## config.mk

```make
export PLATFORM = sky130hd
export DESIGN_NAME = cbs_window_sched
export DESIGN_NICKNAME = d
export VERILOG_FILES = /design/src/rtl/cbs_window_sched.sv
export SDC_FILE = /design/constraint.sdc
export NUM_CORES = 1
export LEC_CHECK = 0
export ABC_AREA = 1
export BUFFER_PORTS_ARGS = -buffer_cell sky130_fd_sc_hd__buf_2
export CELL_PAD_IN_SITES_DETAIL_PLACEMENT = 0
export CELL_PAD_IN_SITES_GLOBAL_PLACEMENT = 2
export CORE_MARGIN = 2
export CORE_UTILIZATION = 31
export CTS_CLUSTER_DIAMETER = 100
export DETAILED_ROUTE_END_ITERATION = 8
export GPL_TIMING_DRIVEN = 1
export MAX_ROUTING_LAYER = met4
export PLACE_DENSITY_LB_ADDON = 0.2
export SYNTH_ARGS = -nofsm -noshare
export SYNTH_HDL_FRONTEND = slang
export SYNTH_SLANG_ARGS = --single-unit
```

## constraint.sdc

```tcl
create_clock -name clk -period 3.92 [get_ports clk]
set_input_delay 0.196 -clock clk [delete_from_list [all_inputs] [get_ports clk]]
set_output_delay 0.196 -clock clk [all_outputs]
set_load 0.01 [all_outputs]
```

## src/rtl/cbs_window_sched.sv

```systemverilog
// -----------------------------------------------------------------------------
// cbs_window_sched
// Read-address sequencer for one conv-BN-SiLU layer pass. Every KSIZE x KSIZE
// window of an IMG_W x IMG_H feature map (stride STRIDE, no padding) is
// visited. The sequencer issues one linear address per kernel tap, with
// valid/ready flow control. Loop order from innermost to outermost is kx, ky,
// ox, oy.
//
// Ports:
//   clk        in   clock
//   reset      in   asynchronous active-high reset
//   start      in   one-cycle pulse; starts a frame pass when idle
//   abort      in   cancels a pass in progress (no done pulse)
//   addr_ready in   consumer accepts the current beat
//   addr_valid out  addr/tap_idx/win_last/frame_last are valid
//   addr       out  linear read address
//   tap_idx    out  ky*KSIZE+kx
//   win_last   out  last tap of the current window
//   frame_last out  last tap of the last window
//   out_row    out  output row oy of the current window
//   out_col    out  output column ox of the current window
//   busy       out  pass in progress
//   done       out  one-cycle pulse after the final beat is accepted
// -----------------------------------------------------------------------------
module cbs_window_sched #(
  parameter int IMG_W     = 640,
  parameter int IMG_H     = 640,
  parameter int KSIZE     = 3,
  parameter int STRIDE    = 1,
  parameter int ADDR_W    = 25,
  parameter int BASE_ADDR = 0
) (
  input  logic              clk,
  input  logic              reset,
  input  logic              start,
  input  logic              abort,
  input  logic              addr_ready,
  output logic              addr_valid,
  output logic [ADDR_W-1:0] addr,
  output logic [5:0]        tap_idx,
  output logic              win_last,
  output logic              frame_last,
  output logic [15:0]       out_row,
  output logic [15:0]       out_col,
  output logic              busy,
  output logic              done
);

  localparam int OUT_W = (IMG_W - KSIZE) / STRIDE + 1;
  localparam int OUT_H = (IMG_H - KSIZE) / STRIDE + 1;

  localparam logic [2:0]        K_LAST     = 3'(KSIZE - 1);
  localparam logic [5:0]        TAP_LAST   = 6'(KSIZE * KSIZE - 1);
  localparam logic [15:0]       OX_LAST    = 16'(OUT_W - 1);
  localparam logic [15:0]       OY_LAST    = 16'(OUT_H - 1);
  localparam logic [ADDR_W-1:0] A_BASE     = ADDR_W'(BASE_ADDR);
  localparam logic [ADDR_W-1:0] A_IMG_W    = ADDR_W'(IMG_W);
  localparam logic [ADDR_W-1:0] A_STRIDE   = ADDR_W'(STRIDE);
  // Elaboration-time constant; the datapath only ever adds it.
  localparam logic [ADDR_W-1:0] A_ROW_STEP = ADDR_W'(STRIDE * IMG_W);

  typedef enum logic [1:0] {
    S_IDLE = 2'd0,
    S_RUN  = 2'd1,
    S_DONE = 2'd2
  } state_t;

  state_t r_state;
  state_t w_state_next;

  logic [2:0]        r_kx;
  logic [2:0]        r_ky;
  logic [5:0]        r_tap;
  logic [15:0]       r_ox;
  logic [15:0]       r_oy;
  logic [ADDR_W-1:0] r_addr;
  logic [ADDR_W-1:0] r_row_base;  // top-left of window ox=0 in this output row
  logic [ADDR_W-1:0] r_win_base;  // top-left of the current window
  logic [ADDR_W-1:0] r_tap_row;   // first tap of the current kernel row

  logic              w_run;
  logic              w_hs;
  logic              w_win_last;
  logic              w_frame_last;
  logic [ADDR_W-1:0] w_tap_row_next;
  logic [ADDR_W-1:0] w_win_next;
  logic [ADDR_W-1:0] w_row_next;

  assign w_run          = (r_state == S_RUN);
  assign w_hs           = w_run & addr_ready;
  // Gated by RUN so the markers stay low outside a pass, including KSIZE=1.
  assign w_win_last     = w_run & (r_tap == TAP_LAST);
  assign w_frame_last   = w_win_last & (r_ox == OX_LAST) & (r_oy == OY_LAST);
  assign w_tap_row_next = r_tap_row + A_IMG_W;
  assign w_win_next     = r_win_base + A_STRIDE;
  assign w_row_next     = r_row_base + A_ROW_STEP;

  // State register
  always_ff @(posedge clk or posedge reset) begin
    if (reset) begin
      r_state <= S_IDLE;
    end else begin
      r_state <= w_state_next;
    end
  end

  // Next-state logic. Abort takes priority over a same-cycle handshake.
  always_comb begin
    w_state_next = r_state;
    case (r_state)
      S_IDLE: if (start) w_state_next = S_RUN;
      S_RUN: begin
        if (abort) begin
          w_state_next = S_IDLE;
        end else if (w_hs && w_frame_last) begin
          w_state_next = S_DONE;
        end
      end
      S_DONE:  w_state_next = S_IDLE;
      default: w_state_next = S_IDLE;
    endcase
  end

  // Index counters and address pointers
  always_ff @(posedge clk or posedge reset) begin
    if (reset) begin
      r_kx       <= '0;
      r_ky       <= '0;
      r_tap      <= '0;
      r_ox       <= '0;
      r_oy       <= '0;
      r_addr     <= A_BASE;
      r_row_base <= A_BASE;
      r_win_base <= A_BASE;
      r_tap_row  <= A_BASE;
    end else if (r_state == S_IDLE && start) begin
      r_kx       <= '0;
      r_ky       <= '0;
      r_tap      <= '0;
      r_ox       <= '0;
      r_oy       <= '0;
      r_addr     <= A_BASE;
      r_row_base <= A_BASE;
      r_win_base <= A_BASE;
      r_tap_row  <= A_BASE;
    end else if (w_hs && !abort && !w_frame_last) begin
      if (r_kx != K_LAST) begin
        // Next tap along the current kernel row.
        r_kx   <= r_kx + 3'd1;
        r_tap  <= r_tap + 6'd1;
        r_addr <= r_addr + {{(ADDR_W-1){1'b0}}, 1'b1};
      end else if (r_ky != K_LAST) begin
        // Drop to the next kernel row of the same window.
        r_kx      <= '0;
        r_ky      <= r_ky + 3'd1;
        r_tap     <= r_tap + 6'd1;
        r_tap_row <= w_tap_row_next;
        r_addr    <= w_tap_row_next;
      end else begin
        r_kx  <= '0;
        r_ky  <= '0;
        r_tap <= '0;
        if (r_ox != OX_LAST) begin
          // Slide the window right by STRIDE.
          r_ox       <= r_ox + 16'd1;
          r_win_base <= w_win_next;
          r_tap_row  <= w_win_next;
          r_addr     <= w_win_next;
        end else begin
          // Wrap to the first window of the next output row.
          r_ox       <= '0;
          r_oy       <= r_oy + 16'd1;
          r_row_base <= w_row_next;
          r_win_base <= w_row_next;
          r_tap_row  <= w_row_next;
          r_addr     <= w_row_next;
        end
      end
    end
  end

  assign addr_valid = w_run;
  assign busy       = w_run;
  assign done       = (r_state == S_DONE);
  assign addr       = r_addr;
  assign tap_idx    = r_tap;
  assign win_last   = w_win_last;
  assign frame_last = w_frame_last;
  assign out_row    = r_oy;
  assign out_col    = r_ox;

endmodule

```

==> run metrics, run 1 <==
status finished clean; initial core utilization 0.312; Net Count, Synth approximately 1400; global route total overflow 0; clk_skew ~12 ps; Power Density approximately 420 nW/µm²; Die ar. 31100 µm²; clk buf depth 2; final hold slack 135 ps; vias after detailed routing 9080; switching share of power 0.321; Hold EP r_state[1]$_DFFE_PP0P_; Placement Setup Slack 829 ps; largest net degree at the start of global routing 100; Sequential Power Share 0.421; R2R cell count 9; Setup Fix Bufs, Post-CTS 0; vias in the first global route about 8500; synth unique cells 43; storage element area about 3500 µm²; CP arrival 3400 ps; internal power 2970 µW; Avg Inst Size Synth around 6.6 µm²; Comb power frac 0.187; YS warnings 0; startpoint class of the critical path register; RD Place Congestion approximately 0.83; DRT antenna net count 0; Post-synth EDFFs 0; Max Cap Viol 0; # IOs between 70 and 80; nets@finish 1465; RSZ-0062 raised after global routing no; DR DRC count 0; commonest non-fill, non-tap cell in the layout nand2_1; crit path time final just over 3000 ps; nature of the critical path endpoint register; Leak Pwr roughly 0.0050 µW; flop2flop setup slack a little under 900 ps; first-pass GRT wire length 49500 µm; Initial DRC Count 738; CP Class reg2reg; Area Growth Syn to Fin 14.5%; Clk network pwr share 0.391; final wirelength slightly above 30000 µm; hpwl dp approximately 23000 µm; switching power total between 1000 and 1500 µW; ys async rst share 1.00; slew at the pin closest to its max-slew limit 857 ps; setup total negative slack 0 ps; core area ~29000 µm²; Worst IR Drop VDD ~0.00029 V; CP Max Fanout 40; Multi-input gate area 5030 µm²; diodes inserted 0; headroom to the max-slew limit 0.428; Critical R2R Capture out_row[10]$_DFFE_PP0P_; commonest cells after routing, fill and taps aside 490 x nand2_1, 176 x nor2_1, 148 x nand3_1; Yosys top cell by area dfrtp_1; Fill cells between 3000 and 4000; cell row count 63; Hold Path Origin addr_ready; Inserted Clock Buffers 17; vias per cell 4.90; final hold vios 0; Clock Tree Root clkbuf_16; Clk pin slew, worst setup/hold paths 60 ps; Die Y ~180 µm; post-synthesis cell count about 1400; Most used DFF post-synth dfrtp_1; Final WS setup 877 ps; # setup viols final 0; H-tree depth 4; Yosys top cell area share 0.378; CTS tree done; Worst Hold Depth 3; overall routing resource usage 0.211; first drt pass iteration count 6; Die Span X around 180 µm; part of the cycle the worst path needs 0.776; clock sinks 139; Critical Path RT 4280 ps; Slew Viols, Final 0; fmax approximately 0.33 GHz; Hold Path Class in2reg; fraction of layout cells with a size suffix above 1 0.0971; wire per inst around 17 µm; post-synthesis sequential area ratio 0.378; buffers added on ports 72; origin of the critical flop-to-flop path out_col[0]$_DFFE_PP0P_; Yosys reg bits 139; top cells by area, synth dfrtp_1 38%, nand2_1 20%, nand3_1 8.0%; Post-Syn Area 9210 µm²; initial antenna violation count 0; Clk Latency, worst-skew pair between 400 and 500 ps
[logic make-up (layout without fill, tap and decap cells)]
kind of cell,count (synthesis),after routing,share of synthesized area
AOI/OAI and AO/OA,129,129,0.0753
buffers and inverters,171,243,0.0765
and+or+nand+nor,894,894,0.412
xor gates and xnor gates,47,47,0.0447
adders and majority gates,10,10,0.0136
DFF,139,139,0.378
[how the worst max path moves through the flow]
stage / start / end / slack (ps)
5_1_grt: out_col[0]$_DFFE_PP0P_ / out_row[10]$_DFFE_PP0P_ / 540
4_1_cts: out_col[0]$_DFFE_PP0P_ / out_row[10]$_DFFE_PP0P_ / 810
6_report: out_col[0]$_DFFE_PP0P_ / out_row[10]$_DFFE_PP0P_ / 880
3_3_place_gp: out_col[1]$_DFFE_PP0P_ / out_row[10]$_DFFE_PP0P_ / 770
2_1_floorplan: reset / addr[0]$_DFFE_PP0P_ / 1990
3_5_place_dp: out_col[0]$_DFFE_PP0P_ / out_row[10]$_DFFE_PP0P_ / 830
[sequential cells by signal (all words and copies together), names as in the netlist]
| signal | flops |
|---|---|
| r_state | 2 |
| out_row | 16 |
| out_col | 16 |
| r_win_base | 25 |
| r_row_base | 18 |
| addr | 25 |
| r_kx | 3 |
| r_ky | 3 |
| tap_idx | 6 |
| r_tap_row | 25 |
[what timing repair did]
action	in CTS	in global routing
hold endpoints to repair	17	0
gates resized for setup	0	0
endpoints found under the setup margin	0	0
hold buffers	1	0
[power groups by stage]
stage / Combinational, µW / Sequential, µW / Clock (µW)
finish: 820 / 1840 / 1710
global route: 944 / 1880 / 1810
CTS: 828 / 1840 / 1760
detailed placement: 821 / 1860 / 0
global placement: 825 / 1860 / 0
floorplan: 561 / 1820 / 0
[final cells by class]
class                   instances  area share
clock buffers                  23      0.0434
clock inverters                 8      0.0135
inverters                     130      0.0467
multi-input cells            1080       0.477
flip-flops and latches        139       0.330
well taps                     390      0.0463
repair buffers                 82      0.0427
[routing by layer]
layer / vias to the layer above / part of all wire / global-route usage
li1: 4579 / - / -
met1: 4291 / 0.50 / 0.304
met5: - / 0 / -
met2: 186 / 0.45 / 0.321
met4: 0 / 0.014 / 0.0492
met3: 24 / 0.036 / 0.0220
[metrics by stage]
stage	cell area (µm²)	cells	total power (µW)	util
CTS	10500	1852	4430	0.358
detailed placement	9930	1820	2690	0.337
global route	10500	1852	4630	0.358
global placement	9930	1820	2690	0.337
finish	10500	1852	4380	0.358
floorplan	9210	1390	2380	-
[Yosys cell counts, types with 2 or more instances]
cell type and count:
nand2_1 490, nor2_1 176, nand3_1 148, dfrtp_1 139
inv_1 123, o21ai_0 69, xor2_1 37, nand4_1 27
a21oi_1 22, o21ai_1 19, nor3_1 18, clkbuf_1 16
buf_2 15, ha_1 10, xnor2_1 10, or2_2 9
inv_2 7, nand3b_1 5, o211ai_1 5, buf_6 4
o21bai_1 4, buf_4 3, nor2_2 3, nor4_1 3
a21boi_0 2, a31o_2 2, clkbuf_2 2, nand2_2 2
nand2_4 2, nand2_8 2, nand3_2 2, nor2_4 2
o31ai_1 2
[critical path: stages, from the launching register on]
cell	delay [ps]
dfrtp_1	530
ha_1	280
nand3_1	90
nor3_1	270
nand2_1	450
nand2_1	350
nand3_4	460
inv_2	370
nand2_1	100
nand2_1	70
No activity file was read; power rests on OpenSTA's default activity.
==> run 2: changes to the inputs <==
Settings changed: ABC_AREA 1 to 0, CORE_UTILIZATION 31 to 37.
Clock period 3.92 ns to 2.9 ns, I/O delays scaled along.
==> run metrics, run 2 <==
status finished clean; RSZ-0062 raised after global routing no; Yosys reg bits 139 (unchanged); clk buf depth 2 (unchanged); cell row count 55 (-13%); final hold slack 42.0 ps (-93.4 ps); first drt pass iteration count 5 (-1); vias in the first global route 7390 (-13%); initial antenna violation count 0 (unchanged); Layout Cells excl Fill 1391 (-25%); nets@finish 1109 (-24%); post-synthesis cell count 995 (-28%); startpoint class of the critical path register; Crit path max-delay family simple AND/OR/NAND/NOR gates; final wirelength 27100 µm (-13%); Clk pin slew, worst setup/hold paths 60 ps (about the same); vias per cell 5.63 (+15%); Critical Path RT 3180 ps (-1100 ps); slew at the pin closest to its max-slew limit 883 ps (+26.0 ps); Yosys top cell by area dfrtp_1; Post-Syn Area 8520 µm² (-7.5%); Worst IR Drop VDD 0.000365 V (+25%); Inserted Clock Buffers 17 (unchanged); Clk network pwr share 0.491 (+0.100); ys async rst share 1.00 (unchanged); Comb power frac 0.083 (-0.104); Setup Fix Bufs, Post-CTS 0 (unchanged); crit path time final 2700 ps (-345 ps); Max Cap Viol 0 (unchanged); total power draw 4720 µW (+7.8%); hpwl dp 20000 µm (-13%); Net Count, Synth 1010 (-28%); Avg Inst Size Synth 8.56 µm² (+29%); Power Density 468 nW/µm² (+13%); overall routing resource usage 0.236 (+0.0246); global route total overflow 0 (unchanged); RD Place Congestion 0.837 (+0.26%); clk_skew 14.5 ps (+2.84 ps); CP arrival 2980 ps (-420 ps); setup total negative slack 0 ps (unchanged); part of the cycle the worst path needs 0.931 (+0.154); CP Max Fanout 25 (-38%); most frequent cells after synthesis 149 x nand2_1, 139 x dfrtp_1, 80 x nand3_1; post-synthesis sequential area ratio 0.408 (+0.0307); Multi-input gate area 4730 µm² (-6.0%); headroom to the max-slew limit 0.408 (-0.0199); Die Y 156 µm (-12%); crit path cell chain inv_1 > ha_1 > or4b_4 > and4b_1 > nand4_2 > a21oi_2 > buf_4 > or3_1 > o21ai_0; core area 22600 µm² (-23%); switching power total 1160 µW (-17%); fraction of layout cells with a size suffix above 1 0.171 (+0.0738); H-tree depth 4 (unchanged); placed insts 1359 (-25%); DR DRC count 0 (unchanged); synth unique cells 77 (+79%); nature of the critical path endpoint register; most numerous cell in the Yosys netlist nand2_1; critical path's slowest cell or4b_4; Area Growth Syn to Fin 18.4%; Initial DRC Count 675 (-8.5%); top cells by area, synth dfrtp_1 41%, nand2_1 6.6%, xnor2_1 4.7%; # IOs 73 (unchanged); Die ar. 24200 µm² (-22%); internal power 3560 µW (+20%); Sequential Power Share 0.426 (+0.005); DRT antenna net count 0 (unchanged); initial core utilization 0.376 (+0.0638); Clk Latency, worst-skew pair 430 ps (about the same); # setup viols final 0 (unchanged); wire per inst 19.5 µm (+16%); crit-path max cell delay 460 ps (-70 ps); switching share of power 0.246 (-0.0747); Yosys top cell area share 0.408 (+0.0307); storage element area 3480 µm² (unchanged); Hold Path Class in2reg; buffers added on ports 72 (unchanged); Fill cells 2245 (-29%); fmax 0.371 GHz (+13%); YS warnings 0 (unchanged); commonest non-fill, non-tap cell in the layout nand2_1; Clock Tree Root clkbuf_16; Slew Viols, Final 0 (unchanged); Leak Pwr 0.00454 µW (-10%); final hold vios 0 (unchanged); CP Class reg2reg; Die Span X 156 µm (-12%); Most used DFF post-synth dfrtp_1; Worst Path Buf+Inv 2 (+1); Post-synth EDFFs 0 (unchanged); largest net degree at the start of global routing 58 (-42%); CTS tree done; diodes inserted 0 (unchanged); first-pass GRT wire length 43500 µm (-12%); clock sinks 139 (unchanged); commonest cells after routing, fill and taps aside 149 x nand2_1, 139 x dfrtp_1, 80 x nand3_1; vias after detailed routing 7834 (-14%)
[run 2: cell count changes in the layout (fill, tap and decap cells not counted), sizes merged, moves of 14 or more]
cell,delta
and3,+14
o211ai,+17
nor2,-117
inv,-106
a21oi,+15
buf,+47
xnor2,+36
or3,+19
nand2,-346
nor3,+21
and4,+15
nand3,-69
nor4,+26
[run 2: worst paths after layout]
kind | slack (ps) | start | endpoint | cells past startpoint
setup / recovery | 200 | out_row[1]$_DFFE_PP0P_ | out_col[1]$_DFFE_PP0P_ | 9
max in group asynchronous | 1880 | reset | r_row_base[24]$_DFFE_PP0P_ | 4
hold reg to reg | 480 | r_tap_row[3]$_DFFE_PP0P_ | r_tap_row[3]$_DFFE_PP0P_ | 1
min in group asynchronous | 320 | reset | tap_idx[3]$_DFFE_PP0P_ | 3
setup reg to reg | 200 | out_row[1]$_DFFE_PP0P_ | out_col[1]$_DFFE_PP0P_ | 9
hold / removal | 40 | abort | r_state[0]$_DFFE_PP0P_ | 3
[run 2: repair_timing]
action,CTS,global route
gates resized for setup,0,1
endpoints found under the setup margin,0,9
endpoints found under the hold margin,17,0
hold buffers,1,0
[run 2: worst register-to-register path, delay by kind of cell, from the launching register on]
kind                     cells  cell delay [ps]
AO/OA/AOI/OAI                2              330
flip-flops                   1              370
buffers and inverters        2              360
adder cells (fa/ha/maj)      1              120
AND/OR/NAND/NOR              4             1370
[run 2: cell families after synthesis]
kind of cell | synth area share
XOR/XNOR | 0.0740
flip-flops | 0.408
AO/OA/AOI/OAI | 0.153
buffers and inverters | 0.0369
adder cells (fa/ha/maj) | 0.0147
multiplexers | 0.00955
AND/OR/NAND/NOR | 0.304
[run 2: metal layers]
layer | vias to the layer above | share of wire | global-route usage
met2 | 171 | 0.45 | 0.350
met1 | 3814 | 0.51 | 0.346
li1 | 3826 | - | -
met3 | 23 | 0.031 | 0.0261
met4 | 0 | 0.013 | 0.0577
met5 | - | 0 | -
[run 2: per-stage QoR]
stage	setup slack (ps)	util	instance area (µm²)
2_1_floorplan	533	-	8520
3_3_place_gp	24.0	0.418	9460
3_5_place_dp	170	0.418	9460
4_1_cts	139	0.445	10100
5_1_grt	24.3	0.445	10100
6_report	201	0.445	10100
[run 2: power groups by stage]
stage / sequential [µW] / clock, µW / combinational (µW)
global placement: 2040 / 0 / 397
global route: 2020 / 2440 / 431
CTS: 2010 / 2360 / 398
detailed placement: 2050 / 0 / 395
finish: 2010 / 2320 / 390
floorplan: 2050 / 0 / 214
[run 2: layout make-up]
| class | count | share of cell area |
|---|---|---|
| tap | 285 | 0.0354 |
| inverter | 24 | 0.00930 |
| multi-input combinational | 783 | 0.469 |
| sequential | 139 | 0.345 |
| clock inverter | 6 | 0.0108 |
| clock buffer | 25 | 0.0501 |
| timing repair buffer | 129 | 0.0809 |
==> run 3: changes to the inputs <==
Settings changed: CORE_UTILIZATION 37 to 38, CTS_BUF_LIST from default to sky130_fd_sc_hd__clkbuf_8.
==> run metrics, run 3 (synthesis results as in run 2) <==
Final WS setup 152 ps (-49.3 ps); Max Cap Viol 0 (unchanged); status finished clean; DRT antenna net count 0 (unchanged); clock sinks 139 (unchanged); wl on met1 13200 µm (-4.6%); Critical Path RT 3220 ps (+40 ps); Clock Tree Root clkbuf_8; RD Place Congestion 0.876 (+4.7%); diodes inserted 0 (unchanged); crit path cell chain inv_1 > ha_1 > or4b_4 > and4b_1 > and4_2 > buf_12 > nor2_1 > a221oi_2 > o311ai_0; headroom to the max-slew limit 0.509 (+0.101); vias per cell 5.63 (about the same); final wirelength 26600 µm (-1.7%); commonest non-fill, non-tap cell in the layout nand2_1; largest net degree at the start of global routing 54 (-6.9%); Power Density 400 nW/µm² (-15%); Design Area, Final 9880 µm² (-2.0%); first drt pass iteration count 5 (unchanged); commonest cells after routing, fill and taps aside 148 x nand2_1, 139 x dfrtp_1, 80 x nand3_1; clk buf depth 2 (unchanged); crit-path max cell delay 460 ps (about the same); Die Y 154 µm (-1.3%); critical path's slowest cell or4b_4; hpwl dp 19300 µm (-3.3%); vias after detailed routing 7787 (-0.60%); Worst Path Buf+Inv 2 (unchanged); nature of the critical path endpoint register; global route total overflow 0 (unchanged); RSZ-0062 raised after global routing no; Leak Pwr 0.00443 µW (-2.5%); DP Area 9460 µm² (about the same); DR DRC count 0 (unchanged); initial core utilization 0.389 (+0.0129); metal2 WL 11500 µm (-4.8%); CP Max Fanout 19 (-24%); Hold Path Class in2reg; buffers added on ports 72 (unchanged); part of the cycle the worst path needs 0.948 (+0.0170); Clk Latency, worst-skew pair 470 ps (+40 ps); first-pass GRT wire length 43100 µm (-1.0%); nets@finish 1107 (-0.18%); CTS tree done; H-tree depth 4 (unchanged); Clk pin slew, worst setup/hold paths 90 ps (+30 ps); fmax 0.364 GHz (-1.8%); CP arrival 3070 ps (+90 ps); DR WL met3 1380 µm (+63%); cell row count 54 (-1.8%); overall routing resource usage 0.238 (+0.00142); # setup viols final 0 (unchanged); crit path time final 2750 ps (+49.3 ps); DR top layer met4; Crit path max-delay family simple AND/OR/NAND/NOR gates; Worst IR Drop VDD 0.000210 V (-42%); clk_skew 19.2 ps (+4.72 ps); Placement Setup Slack 76.1 ps (-93.8 ps); vias in the first global route 7385 (-0.068%); CP Class reg2reg; initial antenna violation count 0 (unchanged); slew at the pin closest to its max-slew limit 735 ps (-149 ps); Die ar. 23600 µm² (-2.6%); final hold vios 0 (unchanged); Area Growth Syn to Fin 16.0%; wire per inst 19.2 µm (-1.1%); core area 21900 µm² (-3.3%); setup total negative slack 0 ps (unchanged); Inserted Clock Buffers 17 (unchanged); # IOs 73 (unchanged); Initial DRC Count 468 (-31%); fraction of layout cells with a size suffix above 1 0.174 (+0.00318); Slew Viols, Final 0 (unchanged); Die Span X 154 µm (-1.3%); startpoint class of the critical path register
## run 3: cell count changes in the layout (fill, tap and decap cells not counted), sizes merged
cell / delta
clkbuf: -5
clkinv: +2
inv: +1
bufinv: -2
dlygate4sd3: +1
buf: -3
clkinvlp: +3
## run 3: worst register-to-register path, delay by kind of cell, from the launching register on
kind	cells	cell delay (ps)
fa+ha+maj	1	120
flops	1	380
compound gates	2	610
buf+inv	2	250
simple gates	4	1250
## run 3: worst paths after layout
| check | end | startpoint | slack, ps | cells after the start |
|---|---|---|---|---|
| worst min-delay path | r_state[0]$_DFFE_PP0P_ | addr_ready | 20 | 3 |
| min in group asynchronous | addr[19]$_DFFE_PP0P_ | reset | 320 | 3 |
| worst min register to register | r_tap_row[3]$_DFFE_PP0P_ | r_tap_row[3]$_DFFE_PP0P_ | 490 | 1 |
| max in group asynchronous | r_win_base[2]$_DFFE_PP0P_ | reset | 1860 | 4 |
| worst max-delay path | addr[8]$_DFFE_PP0P_ | out_row[1]$_DFFE_PP0P_ | 150 | 9 |
| worst max register to register | addr[8]$_DFFE_PP0P_ | out_row[1]$_DFFE_PP0P_ | 150 | 9 |
## run 3: final cells by class
cell class	instances	area (µm²)
fillers	2281	12000
multi-input cells	783	4760
flip-flops and latches	139	3480
repair buffers	127	828
well taps	280	350
clock buffers	20	275
clock inverters	10	93.8
inverters	24	93.8
## run 3: what timing repair did
action | CTS | global route
setup endpoints to repair | 0 | 29
hold buffers | 2 | 0
endpoints found under the hold margin | 23 | 0
buffers inserted | 0 | 0
gates resized for setup | 0 | 8
## run 3: where the power goes
| part | switching, µW | internal [µW] |
|---|---|---|
| Sequential | 35.0 | 1970 |
| Clock | 811 | 736 |
| Combinational | 273 | 127 |
## run 3: per-stage QoR
| step | util | hold WS [ps] | std cells | total power, µW |
|---|---|---|---|---|
| final | 0.451 | 22.5 | 1383 | 3950 |
| after floorplan | - | 334 | 995 | 2260 |
| after global placement | 0.432 | 274 | 1351 | 2440 |
| after CTS | 0.450 | 16.0 | 1383 | 3990 |
| after detailed placement | 0.432 | 277 | 1351 | 2440 |
| after global routing | 0.451 | 22.1 | 1383 | 4140 |
## run 3: per-layer routing
metal,global-route usage,vias up
met3,0.0389,34
met4,0.0686,0
met2,0.332,190
li1,-,3828
met1,0.353,3735
met5,-,-
